$ cat src/rtl/scan_chain_if.sv
// Byte-stream handshake bundle between a host and the scan chain controller.
// The host drives bytes in and accepts captured bytes out; the controller
// is the slave on both streams.
interface scan_chain_if;
  logic [7:0] in_data;
  logic       in_valid;
  logic       in_ready;
  logic [7:0] out_data;
  logic       out_valid;
  logic       out_ready;

  modport master (
    output in_data, in_valid, out_ready,
    input  in_ready, out_data, out_valid
  );

  modport slave (
    input  in_data, in_valid, out_ready,
    output in_ready, out_data, out_valid
  );
endinterface

$ cat src/rtl/scan_chain_controller.sv
// Scan chain controller: exchanges a full CHAIN_LEN-bit chain one byte at a
// time. Each byte is fetched from the host, shifted in MSB-first over eight
// scan cycles while the chain tail is captured, then offered back to the host.
// Optional build macro SCAN_PARITY_CHECK_EN adds a running XOR of every
// captured bit; without it the parity port is tied low.
//
// state | meaning
// IDLE  | waiting for start
// FETCH | waiting for the next TX byte from the host
// SHIFT | eight scan cycles, one bit in and one bit out per cycle
// EMIT  | captured byte held on out_data until the host accepts it
// DONE  | one-cycle completion pulse
module scan_chain_controller #(
  parameter int CHAIN_LEN = 64
) (
  input  logic          clk,
  input  logic          rst,
  input  logic          start,
  output logic          busy,
  output logic          done,
  output logic          scan_enable,
  output logic          scan_in,
  input  logic          scan_out,
  output logic          parity,
  scan_chain_if.slave   bus
);

  localparam int NUM_BYTES = CHAIN_LEN / 8;
  localparam int BCW       = $clog2(NUM_BYTES + 1);

  typedef enum logic [2:0] {
    IDLE,
    FETCH,
    SHIFT,
    EMIT,
    DONE
  } state_t;

  state_t           state;
  state_t           state_next;
  logic [7:0]       tx_byte;
  logic [7:0]       rx_byte;
  logic [2:0]       bit_cnt;
  logic [BCW-1:0]   byte_cnt;
  logic             last_byte;

  assign last_byte    = (byte_cnt == BCW'(NUM_BYTES - 1));
  assign busy         = (state != IDLE);
  assign scan_in      = (state == SHIFT) & tx_byte[7];
  assign bus.out_data = rx_byte;

  // State register.
  always_ff @(posedge clk or posedge rst) begin
    if (rst) state <= IDLE;
    else     state <= state_next;
  end

  // Next-state and handshake/scan strobes, all decoded from the current state.
  always_comb begin
    state_next    = state;
    bus.in_ready  = 1'b0;
    bus.out_valid = 1'b0;
    scan_enable   = 1'b0;
    done          = 1'b0;
    unique case (state)
      IDLE: begin
        if (start) state_next = FETCH;
      end
      FETCH: begin
        bus.in_ready = 1'b1;
        if (bus.in_valid) state_next = SHIFT;
      end
      SHIFT: begin
        scan_enable = 1'b1;
        if (bit_cnt == 3'd7) state_next = EMIT;
      end
      EMIT: begin
        bus.out_valid = 1'b1;
        if (bus.out_ready) state_next = last_byte ? DONE : FETCH;
      end
      DONE: begin
        done       = 1'b1;
        state_next = IDLE;
      end
      default: state_next = IDLE;
    endcase
  end

  // Byte/bit counters and the TX/RX shift registers.
  always_ff @(posedge clk or posedge rst) begin
    if (rst) begin
      tx_byte  <= '0;
      rx_byte  <= '0;
      bit_cnt  <= '0;
      byte_cnt <= '0;
    end else begin
      unique case (state)
        IDLE: begin
          if (start) byte_cnt <= '0;
        end
        FETCH: begin
          if (bus.in_valid) begin
            tx_byte <= bus.in_data;
            bit_cnt <= '0;
          end
        end
        SHIFT: begin
          tx_byte <= {tx_byte[6:0], 1'b0};
          rx_byte <= {rx_byte[6:0], scan_out};
          bit_cnt <= bit_cnt + 3'd1;
        end
        EMIT: begin
          if (bus.out_ready) byte_cnt <= byte_cnt + BCW'(1);
        end
        default: ;
      endcase
    end
  end

`ifdef SCAN_PARITY_CHECK_EN
  logic parity_q;

  // Running XOR of captured bits; restarts on start acceptance and otherwise
  // holds, so the value seen at done persists until the next exchange.
  always_ff @(posedge clk or posedge rst) begin
    if (rst)                         parity_q <= 1'b0;
    else if (state == IDLE && start) parity_q <= 1'b0;
    else if (state == SHIFT)         parity_q <= parity_q ^ scan_out;
  end

  assign parity = parity_q;
`else
  assign parity = 1'b0;
`endif

endmodule

$ cat src/flat_wrapper.sv
// flat-port wrapper written by rule: the top's interface ports become plain ports
module scan_chain_controller_flat 
#(
  parameter int CHAIN_LEN = 64
)
  (clk, rst, start, busy, done, scan_enable, scan_in, scan_out, parity, bus_in_data, bus_in_valid, bus_out_ready, bus_in_ready, bus_out_data, bus_out_valid);
  scan_chain_if bus_i ();
  input  logic clk;
  input  logic rst;
  input  logic start;
  output logic busy;
  output logic done;
  output logic scan_enable;
  output logic scan_in;
  input  logic scan_out;
  output logic parity;
  input wire logic [$bits(bus_i.in_data)-1:0] bus_in_data;
  input wire logic [$bits(bus_i.in_valid)-1:0] bus_in_valid;
  input wire logic [$bits(bus_i.out_ready)-1:0] bus_out_ready;
  output wire logic [$bits(bus_i.in_ready)-1:0] bus_in_ready;
  output wire logic [$bits(bus_i.out_data)-1:0] bus_out_data;
  output wire logic [$bits(bus_i.out_valid)-1:0] bus_out_valid;
  assign bus_i.in_data = bus_in_data;
  assign bus_i.in_valid = bus_in_valid;
  assign bus_i.out_ready = bus_out_ready;
  assign bus_in_ready = bus_i.in_ready;
  assign bus_out_data = bus_i.out_data;
  assign bus_out_valid = bus_i.out_valid;
  scan_chain_controller #(.CHAIN_LEN(CHAIN_LEN)) u_core (.clk(clk), .rst(rst), .start(start), .busy(busy), .done(done), .scan_enable(scan_enable), .scan_in(scan_in), .scan_out(scan_out), .parity(parity), .bus(bus_i));
endmodule
$ cat config.mk
export PLATFORM = sky130hd
export DESIGN_NAME = scan_chain_controller_flat
export DESIGN_NICKNAME = d
export VERILOG_FILES = /design/src/rtl/scan_chain_if.sv /design/src/rtl/scan_chain_controller.sv /design/src/flat_wrapper.sv
export SDC_FILE = /design/constraint.sdc
export NUM_CORES = 1
export LEC_CHECK = 0
export CORE_UTILIZATION = 37
export DETAILED_ROUTE_END_ITERATION = 10
export PLACE_DENSITY = 0.63
export SLEW_MARGIN = 10
export SYNTH_ARGS = -nofsm -noshare
export SYNTH_HDL_FRONTEND = slang
export SYNTH_SLANG_ARGS = --single-unit
$ cat constraint.sdc
create_clock -name clk -period 1.35 [get_ports clk]
set_input_delay 0.135 -clock clk [delete_from_list [all_inputs] [get_ports clk]]
set_output_delay 0.135 -clock clk [all_outputs]
set_load 0.05 [all_outputs]
==> key figures <==
Run status
  – Status: complete, but fails checks
  – Failing checks: setup timing

Clock network
  – Hold buffer count at cts: 0
  – Clk_lat worst skew: 0.32 ns
  – Clock Root Buffer: clkbuf_4
  – CTS tree: built
  – Sink Count: 26
  – Clock-pin transition on the worst setup and hold timing paths: 0.15 ns
  – Total CTS buffers: 3
  – Clock buffer depth: 2
  – H-tree depth: 1

Detailed routing
  – Vias/cell: 4.90
  – WL/cell: 14.3 um
  – Routed Antenna Nets: 0
  – WL final: 2950 um
  – Iteration-0 DRC Markers: 48
  – Remaining routing DRC violations: 0
  – Via count: 1,015
  – Drt first pass iters: 4

Floorplanning
  – Initial Util: 39.2%
  – Die height: 61.9 um
  – Die X: 61.9 um
  – FP Rows: 21
  – CORE AREA: 3390 um2
  – Die area: 3830 um2
  – Io pins: 29

Timing
  – Final setup margin: -0.289 ns
  – Minimum clock period: 1.64 ns
  – Clock skew: 0.00791 ns
  – Period utilisation layout: 121%
  – WHS: 0.143 ns
  – Max Fclk: 610 MHz
  – Final hold vios: 0
  – Slew Viols, Final: 0
  – RSZ-0062 raised after global routing: yes
  – Final setup viols: 27

Synthesis
  – Simple logic cell fraction of the synthesized area: 12.6%
  – Synth Flop Type: dfrtp_1
  – Post-synthesis adder-cell area fraction: 2.83%
  – FF+latch count, synth: 26
  – Synth Cell Area: 1330 um2
  – Ys Warns: 0
  – Average size of a mapped cell: 11.9 um2
  – Mapped Cells: 112
  – Sequential share of the synthesized area: 49.0%
  – Post-synthesis xor/xnor area fraction: 0%
  – Largest family of logic cells by synthesized area: multiplexers
  – Syn Nets: 129
  – Async S/R FF share, synth: 100%
  – Synth Area in Compound Gates: 8.95%
  – EDFF count, synth: 0
  – Mux share of post-synthesis cell area: 21.1%
  – Post-synth cell types: 35

Power and ir drop
  – PwrDens: 2660 nW/um2
  – Clock network power share: 9.2%
  – Leakage: 0.966 nW
  – P_int: 3.55 mW
  – Peak supply drop: 1.23 mV
  – Sw frac: 38.9%
  – Sw Pwr: 2.26 mW
  – Seq pwr share: 25.9%
  – Combinational share of power: 64.9%

Global routing
  – First-pass GRT wire length: 4440 um
  – Vias in the first global route: 1,020
  – GR Util All Layers: 16.1%
  – Total global routing overflow: 0
  – Initial antenna violation count: 0
  – Largest net degree at the start of global routing: 27

Worst hold path
  – Worst hold-check path type: input pin to async pin

Place
  – Post-DP HPWL: 1970 um
  – Final estimated routing congestion in global placement: 0.732
  – Inst Count DP: 190
  – Port-buffer cells: 27

Setup path
  – CP bufs+invs: 2
  – CP endpoint kind: flop
  – Critical-path cell list: nor3b_4 > buf_12 > buf_6 > mux2_2 > mux2_2
  – Crit path max-delay cell type: dfrtp_1
  – Arrival @ worst endpoint: 1.87 ns
  – Startpoint class of the critical path: flop
  – Critical path class: flop to flop
  – Max FO, Critical Path: 8
  – Cell family with the largest share of critical-path delay: multiplexers
  – Slowest stage delay, CP: 0.46 ns
  – Req. time, crit path: 1.58 ns
  – Cell repeated most along the worst path: mux2_2

Job
  – Max cap viols: 0

Layout
  – Non-filler instance count after layout: 207
  – Layout area overhead: 64.3%
  – Nets: 179
  – Share of layout cells above drive strength 1: 52.2%
  – Antenna diodes: 0
## cell families (layout without fill, tap and decap cells)
| logic type | after synthesis | after routing |
|---|---|---|
| fa+ha+maj | 3 | 3 |
| mux | 23 | 23 |
| other cells | 1 | 1 |
| simple gates | 29 | 29 |
| buf+inv | 13 | 62 |
| compound gates | 17 | 17 |
| flops | 26 | 26 |
## registers in the layout, summed over array words and instances, names as in the netlist
name and cells:
u_core.bus.out_data 8, u_core.bit_cnt 3, u_core.state 3, u_core.tx_byte 8, u_core.byte_cnt 4
## Yosys cell counts (2+ instances only)
master / count / area (um2)
a211oi_1: 2 / 15.0
a21oi_1: 3 / 15.0
and2_1: 2 / 12.5
buf_6: 2 / 22.5
clkbuf_1: 2 / 7.51
dfrtp_1: 26 / 651
ha_1: 3 / 37.5
inv_1: 7 / 26.3
mux2_2: 16 / 180
mux2_4: 6 / 90.1
nand2_1: 8 / 30.0
nand3_1: 2 / 10.0
nand3b_1: 2 / 15.0
nor2_1: 3 / 11.3
nor2b_1: 3 / 18.8
nor3b_1: 2 / 15.0
o21ai_0: 5 / 25.0
## tightest hold or removal path: stages
cell and delay [ns]:
clkdlybuf4s50_1 0.39, inv_1 0.05, buf_4 0.31
## layer usage
metal,wire length (um),up-vias,share of wire (%),global-route usage (%)
met3,87,2,2.9,2.28
met1,1310,499,44,19.1
met5,0,-,0,0
met2,1530,20,52,29.0
li1,-,494,-,-
met4,27,0,0.91,6.67
## cell type report
class	count	area (um2)
fillers	251	1210
multi-input cells	73	731
repair buffers	51	663
flip-flops and latches	26	651
well taps	46	57.6
clock inverters	1	30.0
inverters	7	26.3
clock buffers	3	22.5
## layout by cell type, fill, tap and decap left out, drive strengths merged
master	count
a211oi	2
a21oi	4
a31oi	1
a32oi	1
a41oi	1
and2	2
and3	1
and4b	1
buf	38
bufinv	1
clkbuf	3
clkdlybuf4s50	13
conb	1
dfrtp	26
ha	3
inv	7
mux2	22
mux2i	1
nand2	8
nand2b	1
nand3	2
nand3b	2
nand4	1
nand4b	1
nor2	3
nor2b	3
nor3	1
nor3b	3
o211ai	1
o21ai	5
o21ba	1
o22ai	1
## through the flow
stage / instance area [um2] / util, % / total power, mW / TNS (ns) / setup WS [ns]
2_1_floorplan: 1360 / - / 3.24 / -1.70 / -0.131
3_3_place_gp: 1880 / 55.4 / 4.43 / -2.41 / -0.176
3_5_place_dp: 1880 / 55.4 / 4.54 / -2.97 / -0.226
4_1_cts: 2120 / 62.7 / 5.66 / -4.31 / -0.300
5_1_grt: 2180 / 64.3 / 6.10 / -5.75 / -0.358
6_report: 2180 / 64.3 / 5.81 / -4.24 / -0.289
## power by group through the flow
stage	Combinational (mW)	Sequential, mW	Clock [mW]
4_1_cts	3.61	1.50	0.559
6_report	3.77	1.50	0.536
3_5_place_dp	3.03	1.51	0
2_1_floorplan	1.45	1.79	0
3_3_place_gp	2.96	1.48	0
5_1_grt	3.97	1.55	0.584
## final timing paths
| path | from | to | slack [ns] | depth (start not counted) |
|---|---|---|---|---|
| worst max-delay path | u_core.state[0] | u_core.tx_byte[7] | -0.29 | 5 |
| worst min-delay path | rst | u_core.bit_cnt[1] | 0.14 | 3 |
| worst max register to register | u_core.state[0] | u_core.tx_byte[7] | -0.29 | 5 |
| worst min register to register | u_core.byte_cnt[3] | u_core.byte_cnt[3] | 0.51 | 1 |
| max in group asynchronous | rst | u_core.tx_byte[0] | 0.95 | 3 |
| min in group clk | scan_out | u_core.bus.out_data[0] | 0.44 | 2 |
## timing repair
action	4_1_cts	5_1_grt
gates cloned	0	1
endpoints found under the setup margin	23	29
resized for setup	31	11
pin swaps	3	6
setup buffers	9	6
Power figures use the tool's default switching activity.
